--- config.mk ---
export PLATFORM = sky130hd
export DESIGN_NAME = spec_ram_reader_flat
export DESIGN_NICKNAME = d
export VERILOG_FILES = /design/src/rtl/spec_ram_reader_pkg.sv /design/src/rtl/spec_ram_reader_if.sv /design/src/rtl/spec_beat_fifo.sv /design/src/rtl/spec_ram_reader.sv /design/src/flat_wrapper.sv
export SDC_FILE = /design/constraint.sdc
export NUM_CORES = 1
export LEC_CHECK = 0
export CAP_MARGIN = 10
export CELL_PAD_IN_SITES_DETAIL_PLACEMENT = 0
export CELL_PAD_IN_SITES_GLOBAL_PLACEMENT = 1
export CORE_MARGIN = 1.5
export CORE_UTILIZATION = 35
export DETAILED_ROUTE_END_ITERATION = 7
export PLACE_DENSITY = 0.68
export SKIP_CTS_REPAIR_TIMING = 1
export SYNTH_ARGS = -nofsm -noshare
export SYNTH_HDL_FRONTEND = slang
export SYNTH_SLANG_ARGS = --single-unit
--- constraint.sdc ---
create_clock -name sys_clk -period 4.7 [get_ports sys_clk]
set_input_delay 1.41 -clock sys_clk [delete_from_list [all_inputs] [get_ports sys_clk]]
set_output_delay 1.41 -clock sys_clk [all_outputs]
set_load 0.01 [all_outputs]
--- src/rtl/spec_ram_reader_pkg.sv ---
// Shared constants, FSM state type and beat layout for the spectrum RAM reader.
package spec_rd_pkg;

  localparam int unsigned ADDR_W = 12;
  localparam int unsigned DATA_W = 16;
  localparam int unsigned DEPTH  = 2800;

  typedef enum logic [1:0] {
    StIdle,
    StRun,
    StDrain
  } state_e;

  // Real word in the low bits, imag above it, source index on top.
  typedef struct packed {
    logic [ADDR_W-1:0] index;
    logic [DATA_W-1:0] imag_w;
    logic [DATA_W-1:0] real_w;
  } beat_t;

endpackage

--- src/rtl/spec_ram_reader_if.sv ---
// Output beat stream of the spectrum RAM reader: {imag, real} data with index and last.
interface spec_ram_reader_if;
  import spec_rd_pkg::*;

  logic [2*DATA_W-1:0] tdata;
  logic                tvalid;
  logic                tready;
  logic                tlast;
  logic [ADDR_W-1:0]   index;

  modport master (output tdata, tvalid, tlast, index, input tready);
  modport slave  (input tdata, tvalid, tlast, index, output tready);

endinterface

--- src/rtl/spec_beat_fifo.sv ---
// Small synchronous FIFO of spectrum beats; count feeds the reader's read-credit logic.
module spec_beat_fifo
  import spec_rd_pkg::*;
#(
  parameter int unsigned Depth = 4
) (
  input  logic                         clk_i,
  input  logic                         rst_ni,
  input  logic                         push_i,
  input  logic                         pop_i,
  input  logic                         flush_i,
  input  beat_t                        wdata_i,
  output beat_t                        rdata_o,
  output logic                         empty_o,
  output logic [$clog2(Depth+1)-1:0]   count_o
);

  localparam int unsigned CntW = $clog2(Depth + 1);
  localparam int unsigned PtrW = (Depth > 1) ? $clog2(Depth) : 1;

  beat_t           mem_q [Depth];
  beat_t           mem_d [Depth];
  logic [PtrW-1:0] wr_ptr_q, wr_ptr_d, rd_ptr_q, rd_ptr_d;
  logic [CntW-1:0] count_q, count_d;
  logic            full, do_push, do_pop;

  function automatic logic [PtrW-1:0] ptr_inc(input logic [PtrW-1:0] p);
    return (p == PtrW'(Depth - 1)) ? '0 : p + PtrW'(1);
  endfunction

  assign full    = (count_q == CntW'(Depth));
  assign empty_o = (count_q == '0);
  assign count_o = count_q;
  assign rdata_o = mem_q[rd_ptr_q];
  assign do_push = push_i && !full;
  assign do_pop  = pop_i && !empty_o;

  always_comb begin
    mem_d    = mem_q;
    wr_ptr_d = wr_ptr_q;
    rd_ptr_d = rd_ptr_q;
    count_d  = count_q;
    if (flush_i) begin
      wr_ptr_d = '0;
      rd_ptr_d = '0;
      count_d  = '0;
    end else begin
      if (do_push) begin
        mem_d[wr_ptr_q] = wdata_i;
        wr_ptr_d        = ptr_inc(wr_ptr_q);
      end
      if (do_pop) begin
        rd_ptr_d = ptr_inc(rd_ptr_q);
      end
      count_d = count_q + CntW'(do_push) - CntW'(do_pop);
    end
  end

  always_ff @(posedge clk_i or negedge rst_ni) begin
    if (!rst_ni) begin
      for (int unsigned i = 0; i < Depth; i++) begin
        mem_q[i] <= '0;
      end
      wr_ptr_q <= '0;
      rd_ptr_q <= '0;
      count_q  <= '0;
    end else begin
      mem_q    <= mem_d;
      wr_ptr_q <= wr_ptr_d;
      rd_ptr_q <= rd_ptr_d;
      count_q  <= count_d;
    end
  end

  // The reader's credit rule must make a push into a full FIFO impossible.
  overflow_a : assert property (@(posedge clk_i) disable iff (!rst_ni)
    !(push_i && full && !flush_i));

endmodule

--- src/rtl/spec_ram_reader.sv ---
// Sweeps the real/imag spectrum RAMs and streams paired words out with credit-based flow control.
module spec_ram_reader
  import spec_rd_pkg::*;
#(
  parameter int unsigned Depth     = DEPTH,
  parameter int unsigned FifoDepth = 4
) (
  input  logic              sys_clk,
  input  logic              sys_rst_n,
  input  logic              start,
  input  logic              stop,
  input  logic              continuous,
  output logic              ram_rd_en,
  output logic [ADDR_W-1:0] real_addr,
  output logic [ADDR_W-1:0] imag_addr,
  input  logic [DATA_W-1:0] rd_real,
  input  logic [DATA_W-1:0] rd_imag,
  spec_ram_reader_if.master m_axis,
  output logic              busy,
  output logic              frame_done
);

  localparam int unsigned       CntW     = $clog2(FifoDepth + 1);
  localparam logic [ADDR_W-1:0] LastAddr = ADDR_W'(Depth - 1);

  state_e            state_q, state_d;
  logic [ADDR_W-1:0] cnt_q, cnt_d;
  logic [ADDR_W-1:0] addr_q, addr_d;
  logic [ADDR_W-1:0] idx1_q, idx1_d;
  logic              rd_en_q, rd_en_d;
  logic              v1_q, v1_d;
  logic              cont_q, cont_d;
  logic              done_q, done_d;

  logic              fifo_empty, push, pop, credit_ok;
  logic [CntW-1:0]   fifo_count;
  logic [CntW:0]     used;
  beat_t             wr_beat, head;

  // Outstanding = queued beats + read on the RAM port + data on doutb.
  assign used      = (CntW+1)'(fifo_count) + (CntW+1)'(rd_en_q) + (CntW+1)'(v1_q);
  assign credit_ok = (32'(used) < FifoDepth);

  assign wr_beat = '{index: idx1_q, imag_w: rd_imag, real_w: rd_real};
  assign push    = v1_q && !stop;
  assign pop     = !fifo_empty && m_axis.tready;

  spec_beat_fifo #(
    .Depth (FifoDepth)
  ) u_fifo (
    .clk_i   (sys_clk),
    .rst_ni  (sys_rst_n),
    .push_i  (push),
    .pop_i   (pop),
    .flush_i (stop),
    .wdata_i (wr_beat),
    .rdata_o (head),
    .empty_o (fifo_empty),
    .count_o (fifo_count)
  );

  always_comb begin
    state_d = state_q;
    cnt_d   = cnt_q;
    cont_d  = cont_q;
    rd_en_d = 1'b0;
    addr_d  = cnt_q;
    v1_d    = rd_en_q;
    idx1_d  = addr_q;
    done_d  = pop && (head.index == LastAddr);

    unique case (state_q)
      StIdle: begin
        if (start) begin
          state_d = StRun;
          cnt_d   = '0;
          cont_d  = continuous;
        end
      end
      StRun: begin
        if (credit_ok) begin
          rd_en_d = 1'b1;
          if (cnt_q == LastAddr) begin
            cnt_d = '0;
            if (!cont_q) begin
              state_d = StDrain;
            end
          end else begin
            cnt_d = cnt_q + ADDR_W'(1);
          end
        end
      end
      StDrain: begin
        if (!rd_en_q && !v1_q && fifo_empty) begin
          state_d = StIdle;
        end
      end
      default: state_d = StIdle;
    endcase

    // Stop wins over everything, including a simultaneous start.
    if (stop) begin
      state_d = StIdle;
      cnt_d   = '0;
      rd_en_d = 1'b0;
      addr_d  = '0;
      v1_d    = 1'b0;
    end
  end

  always_ff @(posedge sys_clk or negedge sys_rst_n) begin
    if (!sys_rst_n) begin
      state_q <= StIdle;
      cnt_q   <= '0;
      addr_q  <= '0;
      idx1_q  <= '0;
      rd_en_q <= 1'b0;
      v1_q    <= 1'b0;
      cont_q  <= 1'b0;
      done_q  <= 1'b0;
    end else begin
      state_q <= state_d;
      cnt_q   <= cnt_d;
      addr_q  <= addr_d;
      idx1_q  <= idx1_d;
      rd_en_q <= rd_en_d;
      v1_q    <= v1_d;
      cont_q  <= cont_d;
      done_q  <= done_d;
    end
  end

  assign ram_rd_en  = rd_en_q;
  assign real_addr  = addr_q;
  assign imag_addr  = addr_q;
  assign busy       = (state_q != StIdle);
  assign frame_done = done_q;

  assign m_axis.tvalid = !fifo_empty;
  assign m_axis.tdata  = {head.imag_w, head.real_w};
  assign m_axis.index  = head.index;
  assign m_axis.tlast  = !fifo_empty && (head.index == LastAddr);

endmodule

--- src/flat_wrapper.sv ---
// flat-port wrapper written by rule: the top's interface ports become plain ports
module spec_ram_reader_flat import spec_rd_pkg::*;
#(
  parameter int unsigned Depth     = DEPTH,
  parameter int unsigned FifoDepth = 4
)
  (sys_clk, sys_rst_n, start, stop, continuous, ram_rd_en, real_addr, imag_addr, rd_real, rd_imag, busy, frame_done, m_axis_tdata, m_axis_tvalid, m_axis_tlast, m_axis_index, m_axis_tready);
  spec_ram_reader_if m_axis_i ();
  input  logic sys_clk;
  input  logic sys_rst_n;
  input  logic start;
  input  logic stop;
  input  logic continuous;
  output logic ram_rd_en;
  output logic [ADDR_W-1:0] real_addr;
  output logic [ADDR_W-1:0] imag_addr;
  input  logic [DATA_W-1:0] rd_real;
  input  logic [DATA_W-1:0] rd_imag;
  output logic busy;
  output logic frame_done;
  output wire logic [$bits(m_axis_i.tdata)-1:0] m_axis_tdata;
  output wire logic [$bits(m_axis_i.tvalid)-1:0] m_axis_tvalid;
  output wire logic [$bits(m_axis_i.tlast)-1:0] m_axis_tlast;
  output wire logic [$bits(m_axis_i.index)-1:0] m_axis_index;
  input wire logic [$bits(m_axis_i.tready)-1:0] m_axis_tready;
  assign m_axis_tdata = m_axis_i.tdata;
  assign m_axis_tvalid = m_axis_i.tvalid;
  assign m_axis_tlast = m_axis_i.tlast;
  assign m_axis_index = m_axis_i.index;
  assign m_axis_i.tready = m_axis_tready;
  spec_ram_reader #(.Depth(Depth), .FifoDepth(FifoDepth)) u_core (.sys_clk(sys_clk), .sys_rst_n(sys_rst_n), .start(start), .stop(stop), .continuous(continuous), .ram_rd_en(ram_rd_en), .real_addr(real_addr), .imag_addr(imag_addr), .rd_real(rd_real), .rd_imag(rd_imag), .m_axis(m_axis_i), .busy(busy), .frame_done(frame_done));
endmodule
-- Word level (Yosys, flattened, before mapping)
Index checks and enable logic that the tools add are counted.
- $add $sub $neg: 7
- order comparisons: 4
- equal/unequal tests: 12
- mux-type cells: 30
- bitwise operators: 3
- reductions and logical operators: 24
- operators with widths (operator ; count):
    bitwise mux 176 bit ; 1
    2-to-1 mux 44 bit ; 3
    binary-select mux 44 bit (select 2 bit) ; 1
    demux 44 bit (select 2 bit) ; 1
    2-to-1 mux 12 bit ; 5
    equality test 12 bit (second input constant) ; 2
    2-to-1 mux 2 bit ; 12
    case mux 12 bit (2 select lines) ; 1
    adder 12 x 1 -> 12 bit (second input constant) ; 1
    logical AND 1 bit ; 9
    inequality test 3 x 2 -> 1 bit (second input constant) ; 3
    equality test 2 bit (second input constant) ; 3
    greater-or-equal comparator 3 bit (second input constant) ; 2
    inequality test 3 bit (second input constant) ; 2
    inverter 2 -> 3 bit ; 2
    case mux 2 bit (3 select lines) ; 1
    nonzero test 2 bit ; 3
    logical NOT 1 bit ; 5
    AND reduction 5 bit ; 1
    adder 2 x 1 -> 2 bit (second input constant) ; 2
    adder 3 x 1 -> 4 bit ; 1
    adder 4 x 1 -> 4 bit ; 1
    less-than comparator 4 x 3 -> 1 bit (second input constant) ; 1
    2-to-1 mux 1 bit ; 4
    other kinds (12) ; 13
- register bits: 225
- input port bits: 38
- output and inout port bits: 73

-- Logic depth before layout (Yosys ltp)
Gate-level depths: netlist of the first run.
- depth after elaboration: 6
- mapped depth: 12

-- Hierarchy
Synthesis of the first run repeated with hierarchy kept, for this count alone.
- cell total of the unflattened synthesis: 636
- area, all modules: 10782.8 µm²
- by module, submodules not included (module ; instances ; cells an instance ; area an instance (µm²) ; seq. area each (µm²)):
    spec_beat_fifo ; 1 ; 473 ; 8861.0 ; 4579.4
    spec_ram_reader ; 1 ; 163 ; 1921.8 ; 1051.0

-- Worst setup path after synthesis of the first run
No wires, ideal clock.
- path kind: input to register
- start: in stop
- end: reg u_core.u_fifo.count_q[2] (netlist: u_core.u_fifo.count_o[2])
- library setup time: 0.132 ns
- data arrival time: 2.987 ns
- required time: 4.568 ns
- setup slack: 1.581 ns
- stages: 11
- path buffers: 2
- cells stage by stage: buf_2 and3b_1 buf_2 inv_1 ha_1 inv_1 ha_1 inv_1 fa_1 xnor2_1 nor2_1
- cells in the longest elaborated chain, start to end: 6
- ends and longest elaborated chain (item ; RTL line ; text):
    from (decl) ; flat_wrapper.sv:12 ; input logic stop;
    logical NOT 1 bit ; spec_ram_reader.sv:45 ; assign push = v1_q && !stop;
    logical AND 1 bit ; spec_ram_reader.sv:45 ;
    logical AND 1 bit ; spec_beat_fifo.sv:35 ; assign do_push = push_i && !full;
    adder 3 x 1 -> 3 bit ; spec_beat_fifo.sv:55 ; count_d = count_q + CntW'(do_push) - CntW'(do_pop);
    subtractor 3 x 1 -> 3 bit ; spec_beat_fifo.sv:55 ;
    2-to-1 mux 3 bit * ; spec_beat_fifo.sv:43 ; if (flush_i) begin
    via u_core.u_fifo.count_d[2] ; spec_beat_fifo.sv:24 ; logic [CntW-1:0] count_q, count_d;
    to (signal assigned) ; spec_beat_fifo.sv:71 ; count_q <= count_d;
    to (decl) ; spec_beat_fifo.sv:24 ;
The timed path passes the listed nets; every way through them passes the cells marked *.
A chain may end at the register's enable or synchronous reset.

-- Final worst setup path of the first run
- start: reg u_core.u_fifo.rd_ptr_q[0]
- end: out m_axis_tlast
- cells in the longest elaborated chain, start to end: 6
- ends and longest elaborated chain (item ; RTL line ; text):
    from (decl) ; spec_beat_fifo.sv:23 ; logic [PtrW-1:0] wr_ptr_q, wr_ptr_d, rd_ptr_q, rd_ptr_d;
    from (signal assigned) ; spec_beat_fifo.sv:70 ; rd_ptr_q <= rd_ptr_d;
    inverter 2 -> 3 bit (not written as such) ; spec_beat_fifo.sv:34 ; assign rdata_o = mem_q[rd_ptr_q];
    binary-select mux 44 bit (select 2 bit) ; spec_beat_fifo.sv:34 ;
    2-to-1 mux 44 bit (not written as such) (2 in series) ; spec_beat_fifo.sv:34 ;
    equality test 12 bit ; spec_ram_reader.sv:142 ; assign m_axis.tlast = !fifo_empty && (head.index == LastAddr);
    logical AND 1 bit ; spec_ram_reader.sv:142 ;
    to (decl) ; flat_wrapper.sv:23 ; output wire logic [$bits(m_axis_i.tlast)-1:0] m_axis_tlast;
No other way between the ends. The select of a mux whose other input is x is not followed.

==> results of run 1 <==
==> layout make-up <==
type,count,area share
clock buffer,38,0.0576
clock inverter,7,0.00571
inverter,10,0.00311
multi-input combinational,359,0.324
sequential,225,0.467
tap,378,0.0392
timing repair buffer,127,0.103
==> layout by cell type (no fill, tap or decap), drive strengths merged, types with 10 or more instances in the layout <==
| master | Yosys | final |
|---|---|---|
| dfrtp | 225 | 225 |
| mux2 | 177 | 177 |
| clkdlybuf4s50 | 0 | 109 |
| mux4 | 44 | 44 |
| clkbuf | 2 | 38 |
| nand2 | 22 | 22 |
| buf | 42 | 18 |
| nor2 | 16 | 16 |
| nor2b | 15 | 15 |
| o21ai | 13 | 13 |
| inv | 10 | 11 |
| ha | 10 | 10 |
==> cells by family (layout without fill, tap and decap cells) <==
| kind of cell | count (synthesis) | in the layout | share of synthesized area |
|---|---|---|---|
| xor gates and xnor gates | 2 | 2 | 0.00178 |
| buffers and inverters | 54 | 182 | 0.0303 |
| adders and majority gates | 11 | 11 | 0.0148 |
| AOI/OAI and AO/OA | 34 | 34 | 0.0247 |
| and+or+nand+nor | 91 | 91 | 0.0523 |
| DFF | 225 | 225 | 0.573 |
| muxes | 221 | 221 | 0.304 |
==> layer usage <==
| layer | part of all wire | vias to the layer above | track usage | wire length [um] |
|---|---|---|---|---|
| met5 | 0 | - | 0 | 0 |
| met4 | 0.020 | 0 | 0.0423 | 440 |
| met3 | 0.050 | 35 | 0.0305 | 1100 |
| met2 | 0.48 | 134 | 0.261 | 10600 |
| met1 | 0.45 | 3051 | 0.205 | 9740 |
| li1 | - | 2547 | - | - |
==> through the flow <==
step	utilization	total power, mW	setup slack (ns)	instances	instance area [um2]
after floorplan	-	2.95	1.58	638	9830
after global placement	0.408	3.51	0.846	1099	11300
after detailed placement	0.408	3.55	0.844	1099	11300
after CTS	0.435	5.41	0.290	1144	12100
after global routing	0.435	5.61	0.176	1144	12100
final	0.435	5.32	0.376	1144	12100
==> state kept, by name (all words and copies together), names as in the netlist, 2 cells and up <==
signal	cells
u_core.cnt_q	12
u_core.idx1_q	12
u_core.imag_addr	12
u_core.state_q	2
u_core.u_fifo.count_o	3
u_core.u_fifo.mem_q	176
u_core.u_fifo.rd_ptr_q	2
u_core.u_fifo.wr_ptr_q	2
==> worst max-delay path by stage <==
stage | to | slack [ns] | depth (start not counted)
2_1_floorplan | u_core.u_fifo.count_o[2] | 1.58 | 11
3_3_place_gp | m_axis_tlast | 0.85 | 6
3_5_place_dp | m_axis_tlast | 0.84 | 6
4_1_cts | m_axis_tlast | 0.29 | 6
5_1_grt | m_axis_tlast | 0.18 | 6
6_report | m_axis_tlast | 0.38 | 6
==> power by group <==
part	total, mW	internal [mW]	leakage [nW]	switching [mW]
registers	2.26	2.13	3.08	0.128
clock network	1.83	1.07	0.366	0.753
logic	1.24	0.715	2.23	0.523
total	5.32	3.92	5.67	1.40
==> worst register-to-register path, cell delays in order (launching register included) <==
cell and delay (ns):
dfrtp_1 0.44, or3_1 0.49, nand2_1 0.18, inv_1 0.10
ha_1 0.27, inv_1 0.06, ha_1 0.13, inv_1 0.05
fa_1 0.37, xnor2_1 0.15, nor2_1 0.06
==> metrics, run 1 <==
max_cap viols 0; maximum fanout along the worst path 25; VDD IR-drop max 0.260 mV; FF-to-FF setup slack 2.28 ns; Worst Skew 0.0169 ns; crit end category primary output; Syn Std Cell Area 0.00983 mm2; Critical Path Source Type register; RR Startpoint u_core.u_fifo.count_o[1]; post-DP HPWL 14,700 um; crit-path cells buf_4, mux4_2, nand2_1, nor3_2, and2_1, clkdlybuf4s50_1; ys async rst share 1.00; PwrDens 441 mW/mm2; Avg Inst Size Synth 15.4 um2; DR vias 5,767; IO Port Bufs 110; Mapped Cells 638; max-slew violations 0; max_slew headroom 0.503; hold_sp u_core.imag_addr[10]; number of remaining DRC errors 0; post-synth top area share 0.573; 1st-pass router iterations 4; Most used DFF post-synth dfrtp_1; Routed WL 21,800 um; Mapped Nets 687; period utilization 0.920; initial cell density of the core 0.355; vias per cell 5.04; ANT cells 0; antenna-violating nets left 0; CTS tree built; Worst Setup Path Type reg2out; gr ovfl total 0; Synth area leader dfrtp_1; Sink Count 225; #FFs+latches synth 225; Synth cell types 50; RSZ-0062 raised after global routing no; slowest CP cell mux4_2; post-layout min period 4.32 ns; WL/cell 19.1 um; leakage power 5.67 nW; Bufs and invs on worst path 2; Synth area leaders dfrtp_1 (57%), mux2_1 (20%), mux4_2 (10%); final hold violations 0; IO Pins 111; Post-synth EDFFs 0; largest net degree at the start of global routing 87; row count 61; Num CTS Buffers 25; Clock transition at path regs 0.06 ns; antenna violations before repair 0; Ys Warns 0; f_max 231 MHz; GPL Wtd Cong 0.813; Worst-Skew Late Latency 0.52 ns; clock root cell clkbuf_16; die area 0.0291 mm2; FF-to-FF End u_core.u_fifo.count_o[2]; Hold Path Stages 0; Seq/Total Area, Yosys 0.573; count leader, synth dfrtp_1; hold path endpoint u_core.idx1_q[10]; GRT Util Overall 0.156; delay of the slowest critical-path stage 0.60 ns; H-tree depth 1; Hold WS 0.400 ns; Post-synth top cells dfrtp_1 (225), mux2_1 (176), mux4_2 (44); share of layout cells above drive strength 1 0.146; CP delay by family, top buffers and inverters; outcome completed; Nets 797; Die Ht 171 um; hold crit path type reg2reg; Die Wd 171 um; Placeable Area 0.0277 mm2; Req. time, crit path 3.29 ns; setup_tns 0 ns; CP arrival 2.91 ns; vias in the first global route 6,405; FF+latch area 0.00564 mm2; first-iteration detailed-routing DRC count 223; CP Launch Point u_core.u_fifo.rd_ptr_q[0]; final setup violating endpoints 0; CTS Buffer Depth 3; Filler cells 2,477; Worst-Margin Slew 0.727 ns; R2R depth 10; Multi-input gate area 0.00390 mm2; Area Overhead vs Synth 22.7%; first-pass GRT wire length 35,200 um
Power figures use the tool's default switching activity.
==> run 2: changes to the inputs <==
- CAP_MARGIN: 10 -> 20
==> results of run 2 <==
The final DEF is identical to that of run 1; final timing and power are the same.
==> run 3: changes to the inputs <==
- RECOVER_POWER: unset -> 50
- SETUP_SLACK_MARGIN: unset -> 0.05
==> run 3 against run 2 <==
The run now ends with capacitance limit, slew limit left. Combinational power is essentially flat. Wire length increased by 0.11%. Sequential power hardly changed. First-iteration DRC count up 11%. Register-to-register slack got worse by 0.04 ns. Flip-flop and latch count unchanged. Largest cell class unchanged. Total power decreased by 0.12%. Fmax rose by 0.39%. Critical path depth unchanged. Global-route usage did not move. Clock power about the same. Cell count is the same.
==> metrics, run 3 (synthesized netlist as in run 1, its figures left out) <==
CP arrival 2.90 ns (about the same); largest net degree at the start of global routing 87 (unchanged); Area Overhead vs Synth 22.3%; Sink Count 225 (unchanged); Top reg by flops u_core.u_fifo.mem_q; setup_tns 0 ns (unchanged); H-tree depth 1 (unchanged); gr ovfl total 0 (unchanged); Worst Setup Path Type reg2out; initial cell density of the core 0.355 (unchanged); Critical Path Source Type register; Req. time, crit path 3.29 ns (about the same); Worst Skew 0.0166 ns (-0.000357 ns); GRT Util Overall 0.156 (unchanged); Worst-Skew Late Latency 0.52 ns (about the same); Die Wd 171 um (unchanged); Clock transition at path regs 0.06 ns (about the same); Num CTS Buffers 25 (unchanged); vias in the first global route 6,405 (unchanged); share of layout cells above drive strength 1 0.141 (-0.00522); most frequent cells in the layout dfrtp_1 (223), mux2_1 (176), clkdlybuf4s50_1 (107); 1st-pass router iterations 6 (+2); max_slew headroom -0.419 (-0.922); slowest CP cell mux4_2; WL/cell 19.1 um (+0.11%); Hold WS 0.401 ns (+0.00112 ns); DP Worst Slack 0.844 ns (unchanged); Routed WL 21,900 um (+0.11%); CTS Buffer Depth 3 (unchanged); Placeable Area 0.0277 mm2 (unchanged); Worst-Margin Slew 2.13 ns (+1.40 ns); final hold violations 0 (unchanged); number of remaining DRC errors 0 (unchanged); IO Port Bufs 110 (unchanged); PnR worst setup slack 0.393 ns (+0.0170 ns); hold crit path type reg2reg; IO Pins 111 (unchanged); max_cap viols 1 (+1); Nets 797 (unchanged); maximum fanout along the worst path 25 (unchanged); PwrDens 442 mW/mm2 (+0.19%); Die Ht 171 um (unchanged); first-pass GRT wire length 35,200 um (unchanged); post-layout min period 4.31 ns (-0.0170 ns); f_max 232 MHz (+0.39%); max-slew violations 86 (+86); clock root cell clkbuf_16; crit end category primary output; RSZ-0062 raised after global routing no; period utilization 0.916 (-0.00362); outcome finished with violations; failing checks capacitance limit, slew limit; VDD IR-drop max 0.260 mV (-0.23%); first-iteration detailed-routing DRC count 248 (+11%); most common cell after layout, fill and taps aside dfrtp_1; ANT cells 0 (unchanged); crit-path cells buf_4, mux4_2, nand2_1, nor3_2, and2_1, clkdlybuf4s50_1; final setup violating endpoints 0 (unchanged); die area 0.0291 mm2 (unchanged); CTS tree built; GPL Wtd Cong 0.813 (unchanged); max FFs per register 176 (unchanged); post-DP HPWL 14,700 um (unchanged); row count 61 (unchanged); vias per cell 5.07 (+0.66%); DR vias 5,805 (+0.66%); Filler cells 2,485 (+0.32%); delay of the slowest critical-path stage 0.60 ns (about the same); antenna violations before repair 0 (unchanged); antenna-violating nets left 0 (unchanged); leakage power 5.66 nW (-0.26%)
==> run 3: critical path, delay by kind of cell (launching register included) <==
kind / cells / cell delay [ns]
simple gates: 3 / 0.29
mux: 1 / 0.60
buf+inv: 2 / 1.01
flops: 1 / 0.49
==> run 3: path summary, 6_finish.rpt <==
path,slack (ns),start,endpoint,depth (start not counted)
min reg2reg,0.40,u_core.imag_addr[10],u_core.idx1_q[10],0
min,0.40,u_core.imag_addr[10],u_core.idx1_q[10],0
max in group asynchronous,1.28,sys_rst_n,u_core.u_fifo.rd_ptr_q[0],2
min in group asynchronous,1.49,sys_rst_n,u_core.u_fifo.mem_q[5],1
max,0.39,u_core.u_fifo.rd_ptr_q[0],m_axis_tlast,6
max reg2reg,2.24,u_core.u_fifo.count_o[1],u_core.u_fifo.count_o[2],10
==> run 3: metrics by stage <==
stage	power, mW	std cells	area, um2	util
2_1_floorplan	2.95	638	9830	-
3_3_place_gp	3.51	1099	11300	0.408
3_5_place_dp	3.55	1099	11300	0.408
4_1_cts	5.41	1144	12100	0.435
5_1_grt	5.60	1144	12000	0.434
6_report	5.31	1144	12000	0.434
==> run 3: report_power, final <==
part	switching, mW	internal, mW
Combinational	0.522	0.711
Sequential	0.127	2.13
Clock	0.753	1.07
==> run 3: layout make-up <==
type                            count  area, um2  area share
Sequential cell                   225       5640       0.469
Timing Repair Buffer              127       1220       0.102
Multi-Input combinational cell    359       3890       0.323
Tap cell                          378        473      0.0393
Inverter                           10       37.5     0.00312
Clock inverter                      7       68.8     0.00572
Clock buffer                       38        694      0.0578
==> run 3: metal layers <==
metal,part of all wire,track usage,vias to the layer above
met5,0,0,-
met4,0.022,0.0423,0
met3,0.054,0.0305,39
met2,0.48,0.261,143
met1,0.44,0.205,3072
li1,-,-,2551
